--- config.mk ---
export PLATFORM = sky130hd
export DESIGN_NAME = div_unit_flat
export DESIGN_NICKNAME = d
export VERILOG_FILES = /design/src/rtl/div_unit_pkg.sv /design/src/rtl/div_unit_if.sv /design/src/rtl/div_step.sv /design/src/rtl/div_unit.sv /design/src/flat_wrapper.sv
export SDC_FILE = /design/constraint.sdc
export NUM_CORES = 1
export LEC_CHECK = 0
export ABC_AREA = 1
export CAP_MARGIN = 20
export CORE_ASPECT_RATIO = 0.9
export CORE_MARGIN = 2
export CORE_UTILIZATION = 50
export CTS_CLUSTER_DIAMETER = 50
export CTS_CLUSTER_SIZE = 40
export DETAILED_ROUTE_END_ITERATION = 6
export PLACE_DENSITY = 0.76
export SYNTH_ARGS = -nofsm -noshare
export SYNTH_HDL_FRONTEND = slang
export SYNTH_HIERARCHICAL = 1
export SYNTH_SLANG_ARGS = --single-unit
--- constraint.sdc ---
create_clock -name clk -period 2.9 [get_ports clk]
set_clock_uncertainty 0.15 [all_clocks]
set_input_delay 0.29 -clock clk [delete_from_list [all_inputs] [get_ports clk]]
set_output_delay 0.29 -clock clk [all_outputs]
set_load 0.02 [all_outputs]
--- src/rtl/div_unit_pkg.sv ---
// Shared CPU-side definitions for the divider: word width and divider state encoding.
package div_unit_pkg;

    localparam int unsigned WORD_WIDTH = 32;

    typedef enum logic [1:0] {
        StIdle = 2'd0,
        StRun  = 2'd1,
        StFix  = 2'd2,
        StDone = 2'd3
    } div_state_e;

endpackage

--- src/rtl/div_unit_if.sv ---
// Start/end handshake between the control unit (master) and the divider (slave).
interface div_unit_if #(
    parameter int unsigned WIDTH = div_unit_pkg::WORD_WIDTH
);
    logic             div_control;
    logic [WIDTH-1:0] dividend;
    logic [WIDTH-1:0] divisor;
    logic [WIDTH-1:0] hi_out;
    logic [WIDTH-1:0] lo_out;
    logic             div_end;
    logic             div_zero;
    logic             busy;

    modport master (
        output div_control, dividend, divisor,
        input  hi_out, lo_out, div_end, div_zero, busy
    );

    modport slave (
        input  div_control, dividend, divisor,
        output hi_out, lo_out, div_end, div_zero, busy
    );
endinterface

--- src/rtl/div_step.sv ---
// One restoring-division iteration on unsigned magnitudes: shift, compare, conditional subtract.
module div_step #(
    parameter int unsigned WIDTH = 32
) (
    input  logic [WIDTH-1:0] rem,
    input  logic [WIDTH-1:0] q,
    input  logic [WIDTH-1:0] divisor,
    output logic [WIDTH-1:0] rem_next,
    output logic [WIDTH-1:0] q_next
);
    logic [WIDTH-1:0] rem_sh;
    logic             fits;

    // rem < divisor <= 2^(WIDTH-1) always holds, so the shifted remainder never overflows
    always_comb begin
        rem_sh   = {rem[WIDTH-2:0], q[WIDTH-1]};
        fits     = (rem_sh >= divisor);
        rem_next = fits ? (rem_sh - divisor) : rem_sh;
        q_next   = {q[WIDTH-2:0], fits};
    end
endmodule

--- src/rtl/div_unit.sv ---
// Multicycle signed restoring divider; hi = remainder, lo = quotient, one-cycle div_end pulse.
module div_unit
    import div_unit_pkg::*;
#(
    parameter int unsigned WIDTH = WORD_WIDTH
) (
    input logic       clk,
    input logic       reset,
    div_unit_if.slave bus
);
    localparam int unsigned CntW = $clog2(WIDTH + 1);

    div_state_e       state_q;
    logic [WIDTH-1:0] rem_q;
    logic [WIDTH-1:0] quo_q;
    logic [WIDTH-1:0] dvs_q;
    logic             sign_q_q;
    logic             sign_r_q;
    logic [CntW-1:0]  count_q;
    logic [WIDTH-1:0] hi_q;
    logic [WIDTH-1:0] lo_q;
    logic             div_end_q;
    logic             div_zero_q;
    logic             busy_q;

    logic [WIDTH-1:0] dvd_abs;
    logic [WIDTH-1:0] dvs_abs;
    logic [WIDTH-1:0] rem_next;
    logic [WIDTH-1:0] quo_next;

    // |INT_MIN| negates to itself, which is the correct unsigned magnitude
    assign dvd_abs = bus.dividend[WIDTH-1] ? -bus.dividend : bus.dividend;
    assign dvs_abs = bus.divisor[WIDTH-1]  ? -bus.divisor  : bus.divisor;

    div_step #(
        .WIDTH(WIDTH)
    ) u_step (
        .rem     (rem_q),
        .q       (quo_q),
        .divisor (dvs_q),
        .rem_next(rem_next),
        .q_next  (quo_next)
    );

    always_ff @(posedge clk or negedge reset) begin
        if (!reset) begin
            state_q    <= StIdle;
            rem_q      <= '0;
            quo_q      <= '0;
            dvs_q      <= '0;
            sign_q_q   <= 1'b0;
            sign_r_q   <= 1'b0;
            count_q    <= '0;
            hi_q       <= '0;
            lo_q       <= '0;
            div_end_q  <= 1'b0;
            div_zero_q <= 1'b0;
            busy_q     <= 1'b0;
        end else begin
            case (state_q)
                StIdle: begin
                    if (bus.div_control) begin
                        rem_q    <= '0;
                        quo_q    <= dvd_abs;
                        dvs_q    <= dvs_abs;
                        sign_q_q <= bus.dividend[WIDTH-1] ^ bus.divisor[WIDTH-1];
                        sign_r_q <= bus.dividend[WIDTH-1];
                        count_q  <= CntW'(WIDTH);
                        busy_q   <= 1'b1;
                        if (bus.divisor == '0) begin
                            // hi/lo are deliberately left holding the previous result
                            div_end_q  <= 1'b1;
                            div_zero_q <= 1'b1;
                            state_q    <= StDone;
                        end else begin
                            state_q <= StRun;
                        end
                    end
                end
                StRun: begin
                    rem_q   <= rem_next;
                    quo_q   <= quo_next;
                    count_q <= count_q - CntW'(1);
                    if (count_q == CntW'(1)) begin
                        state_q <= StFix;
                    end
                end
                StFix: begin
                    lo_q       <= sign_q_q ? -quo_q : quo_q;
                    hi_q       <= sign_r_q ? -rem_q : rem_q;
                    div_end_q  <= 1'b1;
                    div_zero_q <= 1'b0;
                    state_q    <= StDone;
                end
                StDone: begin
                    div_end_q  <= 1'b0;
                    div_zero_q <= 1'b0;
                    busy_q     <= 1'b0;
                    state_q    <= StIdle;
                end
                default: state_q <= StIdle;
            endcase
        end
    end

    assign bus.hi_out   = hi_q;
    assign bus.lo_out   = lo_q;
    assign bus.div_end  = div_end_q;
    assign bus.div_zero = div_zero_q;
    assign bus.busy     = busy_q;
endmodule

--- src/flat_wrapper.sv ---
// flat-port wrapper written by rule: the top's interface ports become plain ports
module div_unit_flat import div_unit_pkg::*;
#(
    parameter int unsigned WIDTH = WORD_WIDTH
)
  (clk, reset, bus_div_control, bus_dividend, bus_divisor, bus_hi_out, bus_lo_out, bus_div_end, bus_div_zero, bus_busy);
  div_unit_if #(.WIDTH(WIDTH)) bus_i ();
  input logic clk;
  input logic reset;
  input wire logic [$bits(bus_i.div_control)-1:0] bus_div_control;
  input wire logic [$bits(bus_i.dividend)-1:0] bus_dividend;
  input wire logic [$bits(bus_i.divisor)-1:0] bus_divisor;
  output wire logic [$bits(bus_i.hi_out)-1:0] bus_hi_out;
  output wire logic [$bits(bus_i.lo_out)-1:0] bus_lo_out;
  output wire logic [$bits(bus_i.div_end)-1:0] bus_div_end;
  output wire logic [$bits(bus_i.div_zero)-1:0] bus_div_zero;
  output wire logic [$bits(bus_i.busy)-1:0] bus_busy;
  assign bus_i.div_control = bus_div_control;
  assign bus_i.dividend = bus_dividend;
  assign bus_i.divisor = bus_divisor;
  assign bus_hi_out = bus_i.hi_out;
  assign bus_lo_out = bus_i.lo_out;
  assign bus_div_end = bus_i.div_end;
  assign bus_div_zero = bus_i.div_zero;
  assign bus_busy = bus_i.busy;
  div_unit #(.WIDTH(WIDTH)) u_core (.clk(clk), .reset(reset), .bus(bus_i));
endmodule
==> reports/summary.json <==
{
  "timing.max_slew.rel_slack": 0.539,
  "area_share_of_the_leading_cell_type_in_the_synthesized_netlist": 0.310,
  "cts_num_sinks": 173,
  "maxCapViolCount": 0,
  "endpoint_kind_of_the_worst_setup_timing_path": "flop",
  "grt_first_pass_wirelength_um": 71800,
  "tritoncts": "done",
  "achievable-frequency_ghz": 0.370,
  "setup_total_negative_slack_ps": 0,
  "critical_path_required_ps": 3110,
  "syn_to_final_growth_pct": 15.4,
  "antenna_cells_inserted": 0,
  "power.clock.fraction": 0.124,
  "via_count_of_the_first_global_routing_pass": 13274,
  "antenna_found_initial": 0,
  "antenna_left": 0,
  "ff_to_ff_end": "u_core/rem_q[31]$_DFFE_PN0P_",
  "net-switching-power_mw": 10.6,
  "path_class": "flop to flop",
  "fp.coreArea_sq_um": 27700,
  "port_buffers": 133,
  "synth.yosys.warnings": 6,
  "clock_tree.htree_level_count": 4,
  "detailedRoute.firstIterationViolations": 1527,
  "detailed_route_vias_per_instance": 5.50,
  "hold_slack_ps": 280,
  "power.total_mw": 19.7,
  "ys_dominant_reg_cell": "sky130_fd_sc_hd__dfrtp_1",
  "worstSetupStartpointType": "flop",
  "seq_power_share": 0.240,
  "num-nets-final": 2411,
  "cellInternalPower_mw": 9.14,
  "layout_commonest_cell": "sky130_fd_sc_hd__nand2_1",
  "final_layout_size_suffix_gt1_frac": 0.0532,
  "final_hold_viol_count": 0,
  "detailed_place.area_sq_um": 15400,
  "worstHoldPathType": "primary input to async pin",
  "place_hpwl_um": 35600,
  "synth_largest_area_cell": "sky130_fd_sc_hd__dfrtp_1",
  "vdd.ir_drop.worst_v": 0.000724,
  "final_min_period_over_clock_period": 0.932,
  "grt_start_max_net_pins": 65,
  "clk_path_buf_depth": 2,
  "yosysSeqAreaShare": 0.310,
  "drt_first_pass_iters": 6,
  "synth.top_cells.by_area": "sky130_fd_sc_hd__dfrtp_1 (31%), sky130_fd_sc_hd__nand2_1 (19%), sky130_fd_sc_hd__nand3_1 (10%)",
  "path_max_fanout": 30,
  "rsz0062_at_grt": "false",
  "synth_edf_count": 0,
  "place.gp.congestion": 1.01,
  "setup_viol": 0,
  "fin_crit_ps": 2700,
  "post_synth.cell_area_avg_sq_um": 6.31,
  "core.rowCount": 58,
  "grt.total_usage": 0.309,
  "dp.cells": 2636,
  "power-per-cell-area_nw_per_um2": 1220,
  "power.static_leakage_nw": 8.46,
  "post_synth_num_cell_types": 49,
  "via_count": 14711,
  "die_area_sq_um": 29300,
  "combinationalPowerShare": 0.636,
  "floorplan.initialDensity": 0.504,
  "worst_case_register_to_register_setup_slack_ps": 200,
  "remaining_drc_errors": 0,
  "floorplan.die.height_um": 163,
  "run_status": "finished clean",
  "placement.setup.worst_slack_ps": 205,
  "synthesis.instances": 2217,
  "clock-root-buffer": "sky130_fd_sc_hd__clkbuf_16",
  "post-route-cell-area_sq_um": 16100,
  "commonest_cells_after_routing_fill_and_taps_aside": "sky130_fd_sc_hd__nand2_1 (719), sky130_fd_sc_hd__inv_1 (296), sky130_fd_sc_hd__nand3_1 (280)",
  "ys_ff_latch": 173,
  "i_o_pin_count": 134,
  "worst_r2r_startpoint": "u_core/rem_q[22]$_DFFE_PN0P_",
  "timing.reg2reg.worst_path_depth": 14,
  "drt-wirelength-per-cell_um": 17.1,
  "final-max-slew-violation-count": 0,
  "dieWidth_um": 180,
  "asyncSetResetFlopFracSynth": 1.00,
  "cts-buffers-inserted": 17,
  "worst_pin_slew_ps": 691,
  "synth_area_sq_um": 14000,
  "postRouteWirelength_um": 45800,
  "power.share.switching": 0.536,
  "worst_slack_ps": 199,
  "cts.clk_slew.worst_paths_ps": 70,
  "worst-endpoint-arrival_ps": 2920,
  "synthesis.nets": 2327,
  "layout.core_utilization": 0.582,
  "worst_skew_pair.late_latency_ps": 450,
  "final_cell_count_no_fill": 2674,
  "overall_overflow_remaining_after_global_route": 0
}
-- final cells by class --
class | count | area [sq um]
sequential | 173 | 4330
timing repair buffer | 161 | 1630
multi-input combinational | 1641 | 7960
clock buffer | 18 | 439
tap | 360 | 450
inverter | 307 | 1150
clock inverter | 14 | 175
fill | 2718 | 11600
-- critical path: stages (launching register included) --
cell and delay (ps):
sky130_fd_sc_hd__dfrtp_1 470, sky130_fd_sc_hd__ha_1 420, sky130_fd_sc_hd__nand2_2 160, sky130_fd_sc_hd__inv_2 40
sky130_fd_sc_hd__nand2_1 60, sky130_fd_sc_hd__nand2_1 80, sky130_fd_sc_hd__a21oi_2 230, sky130_fd_sc_hd__nor2_2 100
sky130_fd_sc_hd__nor2_4 140, sky130_fd_sc_hd__buf_12 150, sky130_fd_sc_hd__buf_12 190, sky130_fd_sc_hd__nand3_1 110
sky130_fd_sc_hd__nand2_1 90, sky130_fd_sc_hd__nand3_1 90, sky130_fd_sc_hd__o21ai_0 130
-- worst max path at each step --
stage                                            start                            to  depth (start not counted)
after floorplan           u_core/quo_q[31]$_DFFE_PN0P_  u_core/rem_q[22]$_DFFE_PN0P_                         16
after global placement    u_core/rem_q[17]$_DFFE_PN0P_   u_core/rem_q[0]$_DFFE_PN0P_                         13
after detailed placement  u_core/quo_q[31]$_DFFE_PN0P_  u_core/rem_q[14]$_DFFE_PN0P_                         16
after CTS                 u_core/quo_q[31]$_DFFE_PN0P_  u_core/rem_q[17]$_DFFE_PN0P_                         16
after global routing      u_core/quo_q[31]$_DFFE_PN0P_   u_core/rem_q[8]$_DFFE_PN0P_                         16
final                     u_core/rem_q[22]$_DFFE_PN0P_  u_core/rem_q[31]$_DFFE_PN0P_                         14
-- sequential cells by signal (all words and copies together) (netlist names) --
signal	flops
u_core/sign_q_q	1
u_core/rem_q	32
u_core/bus.div_end	1
u_core/bus.lo_out	32
u_core/bus.div_zero	1
u_core/count_q	6
u_core/quo_q	32
u_core/state_q	2
u_core/sign_r_q	1
u_core/dvs_q	32
u_core/bus.hi_out	32
u_core/bus.busy	1
-- synthesized netlist by cell type, types with 4 or more instances --
| cell type | n |
|---|---|
| sky130_fd_sc_hd__inv_2 | 8 |
| sky130_fd_sc_hd__nand2_2 | 14 |
| sky130_fd_sc_hd__nand3b_1 | 9 |
| sky130_fd_sc_hd__buf_6 | 5 |
| sky130_fd_sc_hd__buf_1 | 9 |
| sky130_fd_sc_hd__clkbuf_1 | 23 |
| sky130_fd_sc_hd__buf_4 | 35 |
| sky130_fd_sc_hd__o21ai_0 | 126 |
| sky130_fd_sc_hd__nand3_2 | 4 |
| sky130_fd_sc_hd__nor2_4 | 7 |
| sky130_fd_sc_hd__dfrtp_1 | 173 |
| sky130_fd_sc_hd__nor2_2 | 14 |
| sky130_fd_sc_hd__o211ai_1 | 6 |
| sky130_fd_sc_hd__nand2_1 | 719 |
| sky130_fd_sc_hd__xor2_1 | 53 |
| sky130_fd_sc_hd__nand3_1 | 280 |
| sky130_fd_sc_hd__xnor2_1 | 6 |
| sky130_fd_sc_hd__buf_2 | 25 |
| sky130_fd_sc_hd__ha_1 | 42 |
| sky130_fd_sc_hd__inv_1 | 296 |
| sky130_fd_sc_hd__nor3_1 | 11 |
| sky130_fd_sc_hd__nor2_1 | 208 |
| sky130_fd_sc_hd__o21ai_1 | 20 |
| sky130_fd_sc_hd__o22ai_1 | 4 |
| sky130_fd_sc_hd__a31oi_1 | 10 |
| sky130_fd_sc_hd__a21oi_1 | 37 |
| sky130_fd_sc_hd__nand4_1 | 38 |
-- per-layer routing --
metal | wire (um) | up-vias | global-route usage
met5 | 0 | - | 0
met2 | 18900 | 692 | 0.447
met3 | 4480 | 71 | 0.0561
met1 | 21400 | 6777 | 0.471
li1 | - | 7171 | -
met4 | 1020 | 0 | 0.0788
-- kinds of logic (layout without fill, tap and decap cells) --
| logic type | after synthesis | after routing | synth area share |
|---|---|---|---|
| compound gates | 219 | 219 | 0.0855 |
| fa+ha+maj | 43 | 43 | 0.0390 |
| simple gates | 1318 | 1320 | 0.405 |
| xor+xnor | 59 | 59 | 0.0370 |
| flops | 173 | 173 | 0.310 |
| buf+inv | 405 | 500 | 0.124 |
-- power by group through the flow --
| stage | Clock (mW) | Combinational (mW) | Sequential, mW |
|---|---|---|---|
| after floorplan | 0 | 8.30 | 4.76 |
| after global routing | 2.55 | 13.9 | 4.83 |
| after CTS | 2.46 | 12.1 | 4.68 |
| after global placement | 0 | 11.9 | 4.67 |
| final | 2.43 | 12.5 | 4.73 |
| after detailed placement | 0 | 12.0 | 4.70 |
-- timing repair --
| item | CTS | global route |
|---|---|---|
| hold endpoints to repair | 61 | 0 |
| setup buffers | 0 | 3 |
| endpoints found under the setup margin | 0 | 31 |
| hold buffers | 1 | 0 |
| gates resized for setup | 0 | 4 |
Note: power is estimated with default switching activity, not from simulation.
